--- config.mk ---
export PLATFORM = sky130hd
export DESIGN_NAME = ntt_mdc_sequencer
export DESIGN_NICKNAME = d
export VERILOG_FILES = /design/src/rtl/ntt_mdc_sequencer.sv
export SDC_FILE = /design/constraint.sdc
export NUM_CORES = 1
export LEC_CHECK = 0
export ABC_AREA = 1
export ABC_CLOCK_PERIOD_IN_PS = 2840
export CORE_ASPECT_RATIO = 1.4
export CORE_UTILIZATION = 35
export CTS_BUF_LIST = sky130_fd_sc_hd__clkbuf_16
export DETAILED_ROUTE_END_ITERATION = 8
export GPL_ROUTABILITY_DRIVEN = 0
export PLACE_DENSITY = 0.65
export SYNTH_ARGS = -nofsm -noshare
export SYNTH_HDL_FRONTEND = slang
export SYNTH_SLANG_ARGS = --single-unit
--- constraint.sdc ---
create_clock -name clk -period 2.84 [get_ports clk]
set_input_delay 0.71 -clock clk [delete_from_list [all_inputs] [get_ports clk]]
set_output_delay 0.71 -clock clk [all_outputs]
set_load 0.01 [all_outputs]
--- src/rtl/ntt_mdc_sequencer.sv ---
// ntt_mdc_sequencer: job-level controller for the MDC NTT pipeline.
// Latches the job mode, clears the stages, streams pairs in and collects results.
module ntt_mdc_sequencer #(
  parameter int LOGN       = 10,
  parameter int LOGQ       = 64,
  parameter int DELAY_BRAM = 2,
  parameter int CLR_CYCLES = 2,
  parameter int TIMEOUT    = 4096
) (
  input  logic            clk,
  input  logic            rst,
  input  logic            cmd_valid,
  output logic            cmd_ready,
  input  logic            cmd_intt,
  input  logic            cmd_btf_gs,
  input  logic [LOGQ-1:0] cmd_q,
  output logic            intt,
  output logic            btf_gs,
  output logic [LOGQ-1:0] q,
  output logic            pipe_rst,
  output logic            rd_en,
  output logic [LOGN-2:0] rd_addr,
  output logic            pipe_start,
  input  logic            pipe_finish,
  output logic            wr_en,
  output logic [LOGN-2:0] wr_addr,
  output logic            busy,
  output logic            done,
  output logic            err
);

  localparam int AW = LOGN - 1;
  localparam int CW = $clog2(CLR_CYCLES + 1);
  localparam int TW = $clog2(TIMEOUT + 1);
  localparam int DW = DELAY_BRAM;
  localparam logic [CW-1:0] CLR_LAST = CW'(CLR_CYCLES - 1);
  localparam logic [TW-1:0] TMO_LAST = TW'(TIMEOUT - 1);

  typedef enum logic [2:0] {
    S_IDLE,
    S_CLEAR,
    S_FEED,
    S_DRAIN,
    S_DONE
  } state_e;

  state_e          state_q, state_d;
  logic [CW-1:0]   clr_q, clr_d;
  logic [AW-1:0]   rd_q, rd_d;
  logic [AW:0]     wr_q, wr_d;
  logic [TW-1:0]   tmo_q, tmo_d;
  logic [DW-1:0]   dly_q, dly_d;
  logic            intt_q, intt_d;
  logic            gs_q, gs_d;
  logic [LOGQ-1:0] q_q, q_d;
  logic            err_q, err_d;

  assign rd_addr    = rd_q;
  assign wr_addr    = wr_q[AW-1:0];
  assign pipe_start = dly_q[DW-1];
  assign intt       = intt_q;
  assign btf_gs     = gs_q;
  assign q          = q_q;
  assign err        = err_q;

  // Next-state, counters and strobes; wr_q's top bit marks all pairs written.
  always_comb begin
    state_d   = state_q;
    clr_d     = clr_q;
    rd_d      = rd_q;
    wr_d      = wr_q;
    tmo_d     = tmo_q;
    intt_d    = intt_q;
    gs_d      = gs_q;
    q_d       = q_q;
    err_d     = err_q;
    cmd_ready = 1'b0;
    pipe_rst  = 1'b0;
    rd_en     = 1'b0;
    busy      = (state_q != S_IDLE);
    done      = (state_q == S_DONE);
    wr_en     = pipe_finish && !wr_q[AW] &&
                (state_q == S_FEED || state_q == S_DRAIN);
    if (wr_en) wr_d = wr_q + (AW+1)'(1);
    unique case (state_q)
      S_IDLE: begin
        cmd_ready = 1'b1;
        if (cmd_valid) begin
          intt_d  = cmd_intt;
          gs_d    = cmd_btf_gs;
          q_d     = cmd_q;
          err_d   = 1'b0;
          clr_d   = '0;
          rd_d    = '0;
          wr_d    = '0;
          tmo_d   = '0;
          state_d = S_CLEAR;
        end
      end
      S_CLEAR: begin
        pipe_rst = 1'b1;
        clr_d    = clr_q + CW'(1);
        if (clr_q == CLR_LAST) state_d = S_FEED;
      end
      S_FEED: begin
        rd_en = 1'b1;
        rd_d  = rd_q + AW'(1);
        if (rd_q == '1) state_d = S_DRAIN;
      end
      S_DRAIN: begin
        tmo_d = tmo_q + TW'(1);
        if (wr_q[AW]) begin
          state_d = S_DONE;
        end else if (tmo_q == TMO_LAST) begin
          err_d   = 1'b1;
          state_d = S_DONE;
        end
      end
      S_DONE: state_d = S_IDLE;
      default: state_d = S_IDLE;
    endcase
    dly_d = (dly_q << 1) | DW'(rd_en);
  end

  // State and datapath registers with synchronous reset.
  always_ff @(posedge clk) begin
    if (rst) begin
      state_q <= S_IDLE;
      clr_q   <= '0;
      rd_q    <= '0;
      wr_q    <= '0;
      tmo_q   <= '0;
      dly_q   <= '0;
      intt_q  <= 1'b0;
      gs_q    <= 1'b0;
      q_q     <= '0;
      err_q   <= 1'b0;
    end else begin
      state_q <= state_d;
      clr_q   <= clr_d;
      rd_q    <= rd_d;
      wr_q    <= wr_d;
      tmo_q   <= tmo_d;
      dly_q   <= dly_d;
      intt_q  <= intt_d;
      gs_q    <= gs_d;
      q_q     <= q_d;
      err_q   <= err_d;
    end
  end

endmodule

==> metrics.txt <==
Data required, critical path=2.13 ns; endpoint with the worst hold slack=dly_q[1]; part of the Yosys area used for sequential elements=48.6%; kind of start point of the critical path=input port; count of cells along the worst hold path=2; sequence of cells on the critical path=clkdlybuf4s50_1, nand2_1, nor3_2, clkdlybuf4s50_1; post-synthesis instance area=between 4000 and 5000 um2; DRC errors left=0; cell types occupying the most area after synthesis=dfxtp_1, nor2_1, o21ai_0, nand2_1, inv_1; number of flops mapped to enable cells by yosys=0; final sum of negative setup slack=0 ns; Initial Util=between 30% and 40%; drt first-iter violations=134; worst slew margin relative to its limit=52.3%; GRT overflow=0; buffer depth of the longest clock path=2; library cell used as clock root buffer=clkbuf_16; result of the run=completed; via count of the first global-routing pass=4163; Resized Gates After CTS=0; terminus of the critical flop-to-flop path=state_q[1]; worst clock skew=0.00969 ns; vias per std cell=4.81; number of pins exceeding their max-slew limit in the final report=0; number of input and output port buffers inserted=161; layout-stage area growth over the synthesis result=44.4%; cell type with the highest aggregate area in the netlist=dfxtp_1; Async S/R FF share, synth=0%; DIE AREA=12900 um2; width of the die=96.4 um; number of rows created at floorplan=47; estimated wirelength of the detail-placed design=roughly 8.3 mm; endpoint kind of the worst setup timing path=output pin; Final Total Pwr=roughly 4800 uW; count of state elements after synthesis=106; Total Routing Usage GR=approximately a fifth; core footprint=~12000 um2; gate family responsible for the most delay along the worst path=buffers and inverters; setup violators final=0; count of pins on the block boundary=162; measured slew at the worst slew-check pin=about 0.72 ns; CTS H-tree lvls=3; wire length per cell after detailed routing=between 10 and 15 um; Fmax=0.377 GHz; Critical Setup Path Class=in2out; post-layout worst setup margin=0.187 ns; worst reg-to-reg path cell count=15; Min Clock Period, post-route=~2.7 ns; RSZ-0062 raised after global routing=no; antenna diode count=0; routed vias=4302; number of buffers inserted by hold repair at cts=0; clock buffer count from CTS=9; maximum number of pins on one net before global-route repair=between 70 and 80; nets in the synthesized netlist=675; post-detailed-route count of antenna-violating nets=0; crit path DAT=between 1.5 and 2 ns; ratio of cells with drive above 1 in the final layout=3.74%; buffers and inverters on the worst path=2; most frequent cell after synthesis=nor2_1; library cells used by synthesis=28; P per Cell Area=between 700 and 800 nW/um2; worst slack at placement=0.190 ns; post-synthesis average cell area=7.27 um2; leakage dissipation=0.00253 uW; die height=134 um; largest fanout of any net on the critical path=2; highest cell delay on the worst timing path=0.56 ns; first-pass GRT wire length=around 19 mm; setup bufs post-CTS=0; cell with the largest stage delay on the worst path=clkdlybuf4s50_1; number of warnings issued by yosys=0; internal reg-to-reg setup slack=0.82 ns; DRT Pass-1 Iters=5; most common library cells after synthesis=nor2_1, dfxtp_1, nand2_1, o21ai_0, inv_1; Filler cells=1189; number of antenna violations at the first check in global routing=0; DRT Wirelength=11.8 mm; TritonCTS clock tree=done; min-delay src=dly_q[0]; net count reported at finish=818; cells after synthesis=600; ys flop type=dfxtp_1; fraction of the cycle the final worst path needs=~93%; clock latency on the worst-skew pair=0.34 ns; area share of the leading cell type in the synthesized netlist=48.6%; most prevalent standard cell on the critical path=clkdlybuf4s50_1; startpoint of the most critical register-to-register path=rd_addr[0]; number of sinks driven by the clock tree=106; number of hold violations in the final report=0; path category of the worst min-delay check=reg2reg; max-cap violation count=0; worst vdd ir=0.387 mV; clock-pin transition on the worst setup and hold timing paths=0.07 ns
[through the flow]
stage               hold WS, ns  cell area [um2]  utilization, %  instances
floorplan                 0.388             4360               -        600
global placement          0.392             6010            50.1        879
detailed placement        0.398             6010            50.1        879
CTS                       0.406             6300            52.5        895
global route              0.424             6300            52.5        895
finish                    0.404             6300            52.5        895
[sequential cells by signal, indices dropped and copies added (netlist names)]
name,flops
state_q,3
tmo_q,13
wr_q,10
rd_addr,9
err,1
clr_q,2
intt,1
btf_gs,1
q,64
dly_q,2
[routing by layer]
metal  vias up  global-route usage [%]  wire [um]
met1      1943                    21.2       4760
li1       2189                       -          -
met2       147                    30.8       5530
met5         -                       0          0
met4         0                    8.58        350
met3        23                    8.22       1140
[power breakdown]
| group | leakage (uW) | total (uW) | internal (uW) | switching [uW] |
|---|---|---|---|---|
| clock network | 0.000145 | 1210 | 675 | 535 |
| logic | 0.00152 | 1650 | 794 | 854 |
| registers | 0.000869 | 1940 | 1770 | 165 |
| total | 0.00253 | 4800 | 3240 | 1550 |
[worst reg2reg max path, stage by stage (launching register included)]
cell and delay (ns):
dfxtp_1 0.39, ha_1 0.18, nand2_1 0.07, nor2_1 0.12
nand2_1 0.10, nor2_1 0.13, nand2_1 0.08, nor2_1 0.10
ha_1 0.15, inv_1 0.04, nand3_1 0.07, nand2_1 0.06
nor2_1 0.20, nand3_1 0.11, nand2_1 0.07, nor2_1 0.04
[area by class of cell]
cell class,instances,area [um2],area share [%]
clock buffer,9,225,3.57
tap,147,184,2.92
clock inverter,7,62.6,0.993
sequential,106,2120,33.7
timing repair buffer,166,1670,26.6
multi-input combinational,417,1870,29.7
inverter,43,164,2.60
[placed cells by master (no fill, tap or decap), types with 3 or more instances in the layout]
cell type          n
nand3_1           24
inv_1             41
dfxtp_1          106
nor3_1             8
o21ai_1           18
a21oi_1           25
clkbuf_16          9
nor2_1           172
clkdlybuf4s50_1  161
o21ai_0           67
buf_4              3
nand4_1            5
nand2_1           81
inv_2              3
ha_1               5
[kinds of logic (layout without fill, tap and decap cells)]
family,count (synthesis),in the layout,synth area share (%)
xor gates and xnor gates,1,1,0.201
buffers and inverters,77,225,8.54
AOI/OAI and AO/OA,113,113,13.1
adders and majority gates,5,5,1.43
DFF,106,106,48.6
and+or+nand+nor,298,298,28.1
[worst max-delay path by stage]
stage                       to  depth (start not counted)  slack (ns)         from
floorplan           state_q[1]                         15         1.0   rd_addr[0]
global placement         wr_en                          4        0.18  pipe_finish
finish                   wr_en                          4        0.19  pipe_finish
CTS                      wr_en                          4        0.18  pipe_finish
detailed placement       wr_en                          4        0.19  pipe_finish
global route             rd_en                          4         0.1   state_q[2]
No activity file was read; power rests on OpenSTA's default activity.
